**src/rtl/disp_pkg.sv**
```systemverilog
// Shared constants and types for the display multiplexer path.
// Reset values of the CPU-owned channel-0 register and the scan mode encoding.
package disp_pkg;

    localparam logic [31:0] DEF_RST_DATA  = 32'hAA5555AA;
    localparam logic        BLINK_RST_BIT = 1'b1;
    localparam logic        POINT_RST_BIT = 1'b0;

    typedef enum logic {
        MANUAL = 1'b0,
        AUTO   = 1'b1
    } disp_mode_e;

endpackage

```
**src/rtl/disp_scan_timer.sv**
```systemverilog
// Mode FSM, dwell counter and scan index for the display multiplexer.
// In MANUAL the scan index follows sel directly; in AUTO it steps every DWELL cycles.
module disp_scan_timer
    import disp_pkg::*;
#(
    parameter int NCH   = 8,
    parameter int DWELL = 2**24,
    parameter int SW    = $clog2(NCH)
) (
    input  logic          clk,
    input  logic          rst,
    input  logic          auto_en,
    input  logic          hold,
    input  logic [SW-1:0] sel,
    output logic [SW-1:0] scan_idx
);

    localparam int            CW       = $clog2(DWELL);
    localparam logic [CW-1:0] CNT_LAST = CW'(DWELL - 1);

    disp_mode_e    state_q, state_d;
    logic [SW-1:0] idx_q, idx_d;
    logic [CW-1:0] cnt_q, cnt_d;

    always_comb begin
        state_d = state_q;
        idx_d   = idx_q;
        cnt_d   = cnt_q;
        case (state_q)
            MANUAL: begin
                // Tracking sel here makes the AUTO entry load sel at the same edge.
                idx_d = sel;
                if (auto_en) begin
                    state_d = AUTO;
                    cnt_d   = '0;
                end
            end
            AUTO: begin
                if (!auto_en) begin
                    state_d = MANUAL;
                    idx_d   = sel;
                end else if (!hold) begin
                    if (cnt_q == CNT_LAST) begin
                        cnt_d = '0;
                        idx_d = idx_q + 1'b1;
                    end else begin
                        cnt_d = cnt_q + 1'b1;
                    end
                end
            end
            default: state_d = MANUAL;
        endcase
    end

    always_ff @(posedge clk or posedge rst) begin
        if (rst) begin
            state_q <= MANUAL;
            idx_q   <= '0;
            cnt_q   <= '0;
        end else begin
            state_q <= state_d;
            idx_q   <= idx_d;
            cnt_q   <= cnt_d;
        end
    end

    // Dropping auto_en hands control back to sel without waiting for the FSM edge.
    assign scan_idx = (state_q == AUTO && auto_en) ? idx_q : sel;

endmodule

```
**src/rtl/disp_mux_nch.sv**
```systemverilog
// N-channel display multiplexer: byte-writable channel 0, per-channel point/blink
// masks, manual or auto-scan selection, and fully registered outputs.
module disp_mux_nch
    import disp_pkg::*;
#(
    parameter int          NCH      = 8,
    parameter int          DW       = 32,
    parameter int          PW       = DW / 4,
    parameter int          DWELL    = 2**24,
    parameter logic [31:0] RST_DATA = DEF_RST_DATA
) (
    input  logic                   clk,
    input  logic                   rst,
    input  logic [DW/8-1:0]        we,
    input  logic [DW-1:0]          wdata,
    input  logic [PW-1:0]          wpoint,
    input  logic [PW-1:0]          wblink,
    input  logic [$clog2(NCH)-1:0] sel,
    input  logic                   auto_en,
    input  logic                   hold,
    input  logic [NCH*DW-1:0]      ch_data,
    input  logic [NCH*PW-1:0]      ch_point,
    input  logic [NCH*PW-1:0]      ch_blink,
    output logic [DW-1:0]          disp_num,
    output logic [PW-1:0]          point_out,
    output logic [PW-1:0]          blink_out,
    output logic [$clog2(NCH)-1:0] cur_ch
);

    localparam int            SW        = $clog2(NCH);
    localparam int            NB        = DW / 8;
    localparam logic [DW-1:0] RST_DW    = DW'(RST_DATA);
    localparam logic [PW-1:0] RST_BLINK = {PW{BLINK_RST_BIT}};
    localparam logic [PW-1:0] RST_POINT = {PW{POINT_RST_BIT}};

    logic [SW-1:0] scan_idx;

    logic [DW-1:0] c0_data_q, c0_data_d;
    logic [PW-1:0] c0_point_q, c0_point_d;
    logic [PW-1:0] c0_blink_q, c0_blink_d;

    logic [DW-1:0] src_data;
    logic [PW-1:0] src_point, src_blink;

    logic [DW-1:0] disp_num_q, disp_num_d;
    logic [PW-1:0] point_out_q, point_out_d;
    logic [PW-1:0] blink_out_q, blink_out_d;
    logic [SW-1:0] cur_ch_q, cur_ch_d;

    disp_scan_timer #(
        .NCH   (NCH),
        .DWELL (DWELL),
        .SW    (SW)
    ) u_scan_timer (
        .clk      (clk),
        .rst      (rst),
        .auto_en  (auto_en),
        .hold     (hold),
        .sel      (sel),
        .scan_idx (scan_idx)
    );

    // Each data byte owns two digits, hence two point and two blink bits.
    always_comb begin
        c0_data_d  = c0_data_q;
        c0_point_d = c0_point_q;
        c0_blink_d = c0_blink_q;
        for (int b = 0; b < NB; b++) begin
            if (we[b]) begin
                c0_data_d[8*b +: 8]  = wdata[8*b +: 8];
                c0_point_d[2*b +: 2] = wpoint[2*b +: 2];
                c0_blink_d[2*b +: 2] = wblink[2*b +: 2];
            end
        end
    end

    always_comb begin
        src_data  = c0_data_q;
        src_point = c0_point_q;
        src_blink = c0_blink_q;
        if (scan_idx != '0) begin
            src_data  = ch_data[int'(scan_idx)*DW +: DW];
            src_point = ch_point[int'(scan_idx)*PW +: PW];
            src_blink = ch_blink[int'(scan_idx)*PW +: PW];
        end
    end

    always_comb begin
        disp_num_d  = src_data;
        point_out_d = src_point;
        blink_out_d = src_blink;
        cur_ch_d    = scan_idx;
    end

    always_ff @(posedge clk or posedge rst) begin
        if (rst) begin
            c0_data_q   <= RST_DW;
            c0_point_q  <= RST_POINT;
            c0_blink_q  <= RST_BLINK;
            disp_num_q  <= RST_DW;
            point_out_q <= RST_POINT;
            blink_out_q <= RST_BLINK;
            cur_ch_q    <= '0;
        end else begin
            c0_data_q   <= c0_data_d;
            c0_point_q  <= c0_point_d;
            c0_blink_q  <= c0_blink_d;
            disp_num_q  <= disp_num_d;
            point_out_q <= point_out_d;
            blink_out_q <= blink_out_d;
            cur_ch_q    <= cur_ch_d;
        end
    end

    assign disp_num  = disp_num_q;
    assign point_out = point_out_q;
    assign blink_out = blink_out_q;
    assign cur_ch    = cur_ch_q;

endmodule

```
**config.mk**
```make
export PLATFORM = sky130hd
export DESIGN_NAME = disp_mux_nch
export DESIGN_NICKNAME = d
export VERILOG_FILES = /design/src/rtl/disp_pkg.sv /design/src/rtl/disp_scan_timer.sv /design/src/rtl/disp_mux_nch.sv
export SDC_FILE = /design/constraint.sdc
export NUM_CORES = 1
export LEC_CHECK = 0
export CAP_MARGIN = 20
export CORE_AREA = 2 2 192 194
export DETAILED_ROUTE_END_ITERATION = 12
export DIE_AREA = 0 0 194 196
export GPL_TIMING_DRIVEN = 0
export PLACE_DENSITY = 0.49
export REMOVE_ABC_BUFFERS = 1
export SLEW_MARGIN = 15
export SYNTH_ARGS = -nofsm -noshare
export SYNTH_HDL_FRONTEND = slang
export SYNTH_SLANG_ARGS = --single-unit
export TNS_END_PERCENT = 5
```
**constraint.sdc**
```tcl
create_clock -name clk -period 12.23 [get_ports clk]
set_input_delay 1.8345 -clock clk [delete_from_list [all_inputs] [get_ports clk]]
set_output_delay 1.8345 -clock clk [all_outputs]
set_load 0.005 [all_outputs]
```
==> impl.org <==
** Status
- The flow ran to the end, and the final reports show no timing, DRC or antenna violations.

** Placed design
- DPL Wire Length :: 25.4 mm
- Counting tap cells, the placed design contains a total of 1816 instances.
- Worst slack after detailed placement :: 6580 ps
- The congestion estimate from routability-driven global placement came to 0.763.
- Buffers placed on the I/O ports in this run total 445.

** Setup path
- Critical-path top delay cell :: sky130_fd_sc_hd__clkdlybuf4s50_1
- Category of the worst setup path capture point :: register
- Arrival time of the worst setup path :: 5330 ps
- In this run the worst path has a maximum fanout of 120.
- For the worst setup path, the data required time is 12580 ps.
- The worst setup path is launched from an input pin.
- Endpoint of the most critical register-to-register path :: disp_num[21]
- Number of cells traversed by the worst register-to-register path :: 7
- Crit-path cells :: clkdlybuf4s50_1 > nand3_4 > and2_4 > inv_8 > buf_16 > a211oi_1 > a311oi_1 > a31o_1
- Crit Path Category :: in2reg
- In this run the critical register-to-register path is launched from u_scan_timer.state_q.
- In this design, the stage delay of the slowest critical-path cell is 720 ps.
- The setup check on the worst reg-to-reg path leaves a slack of 8820 ps.
- In this run the worst setup path begins at auto_en.

** Timing
- Worst-case clock skew :: 12.4 ps
- Setup repair after global routing missed its margin :: false
- Highest achievable clock rate :: 201 MHz
- Pin slew with the least headroom to its limit :: 871 ps
- Final slew viol count :: 0
- After layout, the minimum clock period comes to 4980 ps.
- Fin worst setup slack :: 7250 ps
- Count of endpoints failing setup in the final report :: 0
- Final Hold Violating Endpoints :: 0
- In this run the tightest slew margin relative to its limit is 0.415.
- For the final routed database, the setup TNS stands at 0 ps.
- Portion of the clock cycle consumed by the worst path in the final layout :: 0.407

** Layout
- Relative to the synthesized area, the layout overhead comes to 69.0%.
- In the final layout, the share of cells above drive strength 1 is 0.112.
- In the final design database the tool counted 1812 nets.
- Leaving out fill and tap cells, the most frequent cells in the layout are sky130_fd_sc_hd__clkdlybuf4s50_1 (445), sky130_fd_sc_hd__nand2_1 (312), sky130_fd_sc_hd__nand3_1 (110), sky130_fd_sc_hd__dfrtp_1 (79).
- Leaving out fill and tap cells, the most frequent cell in the layout is sky130_fd_sc_hd__clkdlybuf4s50_1.
- Non-Filler Instances :: 1850

** CTS
- The clock tree synthesis step divided the H-tree into 4 levels.
- Latest clock arrival within the worst-skew pair :: 420 ps
- Clock tree synthesis selected as its root buffer the cell sky130_fd_sc_hd__clkbuf_16.
- Maximum count of clock buffers along a single path :: 2
- Cts hold-fix bufs :: 0
- Gates resized during post-CTS repair numbered 0.
- The clock drives 127 sinks.
- Clock edge transition at the registers on the reported setup and hold paths :: 70 ps
- Clock tree from TritonCTS :: built
- Number of buffers created by CTS :: 17
- Post-CTS setup buffer count :: 0

** Yosys
- Count of flip-flops with a built-in enable after synthesis :: 0
- Flip-flop and latch count after synthesis :: 127
- Total number of yosys warnings :: 0
- Instance count of the mapped netlist :: 977
- Portion of synthesized cell area occupied by the leading cell type :: 0.244
- Sequential fraction of the synthesis area :: 0.400
- After synthesis, the mean cell area works out to 8.29 µm².
- Count of unique library cells instantiated by Yosys :: 44
- Commonest register cell after synthesis :: sky130_fd_sc_hd__dfrtp_1
- Summing every instance area after synthesis gives 0.00810 mm².
- Of all flip-flops after synthesis, the portion carrying an async set or reset was 1.00.
- The synthesized design spends more area on one cell type than any other, namely sky130_fd_sc_hd__dfrtp_1.
- In the post-synthesis netlist, the biggest area contributors are sky130_fd_sc_hd__dfrtp_1 (24%), sky130_fd_sc_hd__dfstp_2 (16%), sky130_fd_sc_hd__nand2_1 (14%), sky130_fd_sc_hd__nand3_1 (6.9%), sky130_fd_sc_hd__mux2_2 (6.8%).

** Power
- Of the total power, the clock network draws 0.366.
- Max VDD drop :: 87.2 µV
- Internal Power :: 0.00105 W
- Of the total power, the share spent switching nets is 0.286.
- Power density normalized to cell area :: 107 mW/mm²
- Combinational cell fraction of total power :: 0.294
- For this design the total switching power over the nets is 0.000419 W.
- Cell leakage power :: 5.46 nW
- Of the total power, registers draw 0.340.

** GRT
- Overflow left after global routing :: 0
- Overall fraction of global-route tracks in use :: 0.179
- Largest net degree at the start of global routing :: 121
- The initial antenna violation count was 2.
- The first global-routing pass estimated 53.1 mm of wire.
- The number of global-route vias before repair is 8930.

** Detailed routing
- In the routed layout, each cell is associated on average with a via count of 4.75.
- Iteration-0 DRC count of the detailed router :: 346
- For this block, the via count after detailed routing is 8784.
- The count of nets left with antenna violations once routing finished came out at 0.
- TritonRoute pass-1 iters :: 7
- After detailed routing, the number of remaining DRC violations is 0.
- After detailed routing, the average wire length per cell comes to 18.8 µm.
- For this block, the routed nets add up to 34.8 mm of wire.

** Die
- The die covers 0.0380 mm².
- Height of the die :: 196 µm
- For this configuration, the core starts out at a cell density of 0.225.
- The initialized floorplan defines 70 standard-cell rows.
- Core area :: 0.0361 mm²
- The die is 194 µm wide.
- During I/O placement, the number of pins put on the boundary was 494.

** Min path
- The path class of the tightest hold or removal check is reg2reg.
- Startpoint of the most critical hold path :: u_scan_timer.cnt_q[23]
- For hold timing, the worst endpoint is u_scan_timer.cnt_q[23].
- Along the worst hold path, the cell count comes to 1.

** Flow run
- Max-cap violations :: 0
==> layout make-up <==
cell class                      count  area, µm²
Fill cell                        3786      22400
Tap cell                          468        586
Inverter                            8       45.0
Multi-Input combinational cell    755       4420
Sequential cell                   127       3240
Clock inverter                     13        149
Antenna cell                        2       5.00
Timing Repair Buffer              458       4800
Clock buffer                       19        453
==> state kept, by name (all words and copies together), names as in the netlist <==
| name | cells |
|---|---|
| blink_out | 8 |
| c0_blink_q | 8 |
| c0_data_q | 32 |
| c0_point_q | 8 |
| cur_ch | 3 |
| disp_num | 32 |
| point_out | 8 |
| u_scan_timer.cnt_q | 24 |
| u_scan_timer.idx_q | 3 |
| u_scan_timer.state_q | 1 |
==> worst max-delay path: cells and delay by family <==
family,cells,cell delay [ps]
AO/OA/AOI/OAI,3,720
AND/OR/NAND/NOR,2,1130
buffers and inverters,3,1440
==> metal layers <==
| layer | global-route usage | vias to the layer above | wire length, µm |
|---|---|---|---|
| li1 | - | 4280 | - |
| met1 | 0.215 | 4189 | 14700 |
| met2 | 0.311 | 288 | 17300 |
| met3 | 0.0566 | 27 | 2390 |
| met4 | 0.0421 | 0 | 460 |
| met5 | 0 | - | 0 |
==> cell usage after synthesis (2+ instances only) <==
master and count:
sky130_fd_sc_hd__nand2_1 313, sky130_fd_sc_hd__nand3_1 111, sky130_fd_sc_hd__dfrtp_1 79, sky130_fd_sc_hd__and3_1 49
sky130_fd_sc_hd__mux2_2 49, sky130_fd_sc_hd__a211oi_1 48, sky130_fd_sc_hd__a311oi_1 48, sky130_fd_sc_hd__a31o_1 48
sky130_fd_sc_hd__dfstp_2 48, sky130_fd_sc_hd__clkbuf_1 44, sky130_fd_sc_hd__buf_2 24, sky130_fd_sc_hd__nor2_1 19
sky130_fd_sc_hd__a31oi_1 13, sky130_fd_sc_hd__xor2_1 11, sky130_fd_sc_hd__buf_4 8, sky130_fd_sc_hd__inv_1 7
sky130_fd_sc_hd__nand4_1 7, sky130_fd_sc_hd__buf_6 6, sky130_fd_sc_hd__nor3_1 5, sky130_fd_sc_hd__xnor2_1 5
sky130_fd_sc_hd__buf_1 4, sky130_fd_sc_hd__nor4_1 4, sky130_fd_sc_hd__o21ai_0 4, sky130_fd_sc_hd__and2_1 2
sky130_fd_sc_hd__ha_1 2
==> worst max-delay path by stage <==
stage	to	slack, ps
final	disp_num[21]	7250
after detailed placement	disp_num[23]	6580
after CTS	disp_num[23]	7000
after global routing	disp_num[23]	6880
after global placement	disp_num[17]	-14530
after floorplan	cur_ch[0]	-1880
==> logic make-up after synthesis <==
kind of cell,count (synthesis),share of synthesized area
DFF,127,0.400
buffers and inverters,95,0.0587
and+or+nand+nor,517,0.282
muxes,50,0.0693
AOI/OAI and AO/OA,170,0.170
xor gates and xnor gates,16,0.0173
adders and majority gates,2,0.00309
==> stage by stage <==
| stage | power [W] | hold slack (ps) | util | cell area, µm² |
|---|---|---|---|---|
| after detailed placement | 0.000945 | 482 | 0.363 | 13100 |
| final | 0.00147 | 502 | 0.380 | 13700 |
| after CTS | 0.00149 | 496 | 0.379 | 13700 |
| after global placement | 0.000953 | 484 | 0.352 | 12700 |
| after global routing | 0.00155 | 520 | 0.380 | 13700 |
| after floorplan | 0.000684 | 443 | - | 7660 |
==> power groups by stage <==
stage	Clock [W]	Combinational, W	Sequential, W
4_1_cts	0.000553	0.000441	0.000499
3_5_place_dp	0	0.000439	0.000506
5_1_grt	0.000572	0.000472	0.000504
2_1_floorplan	0	0.000177	0.000507
3_3_place_gp	0	0.000448	0.000505
6_report	0.000537	0.000432	0.000499
No activity file was read; power rests on OpenSTA's default activity.
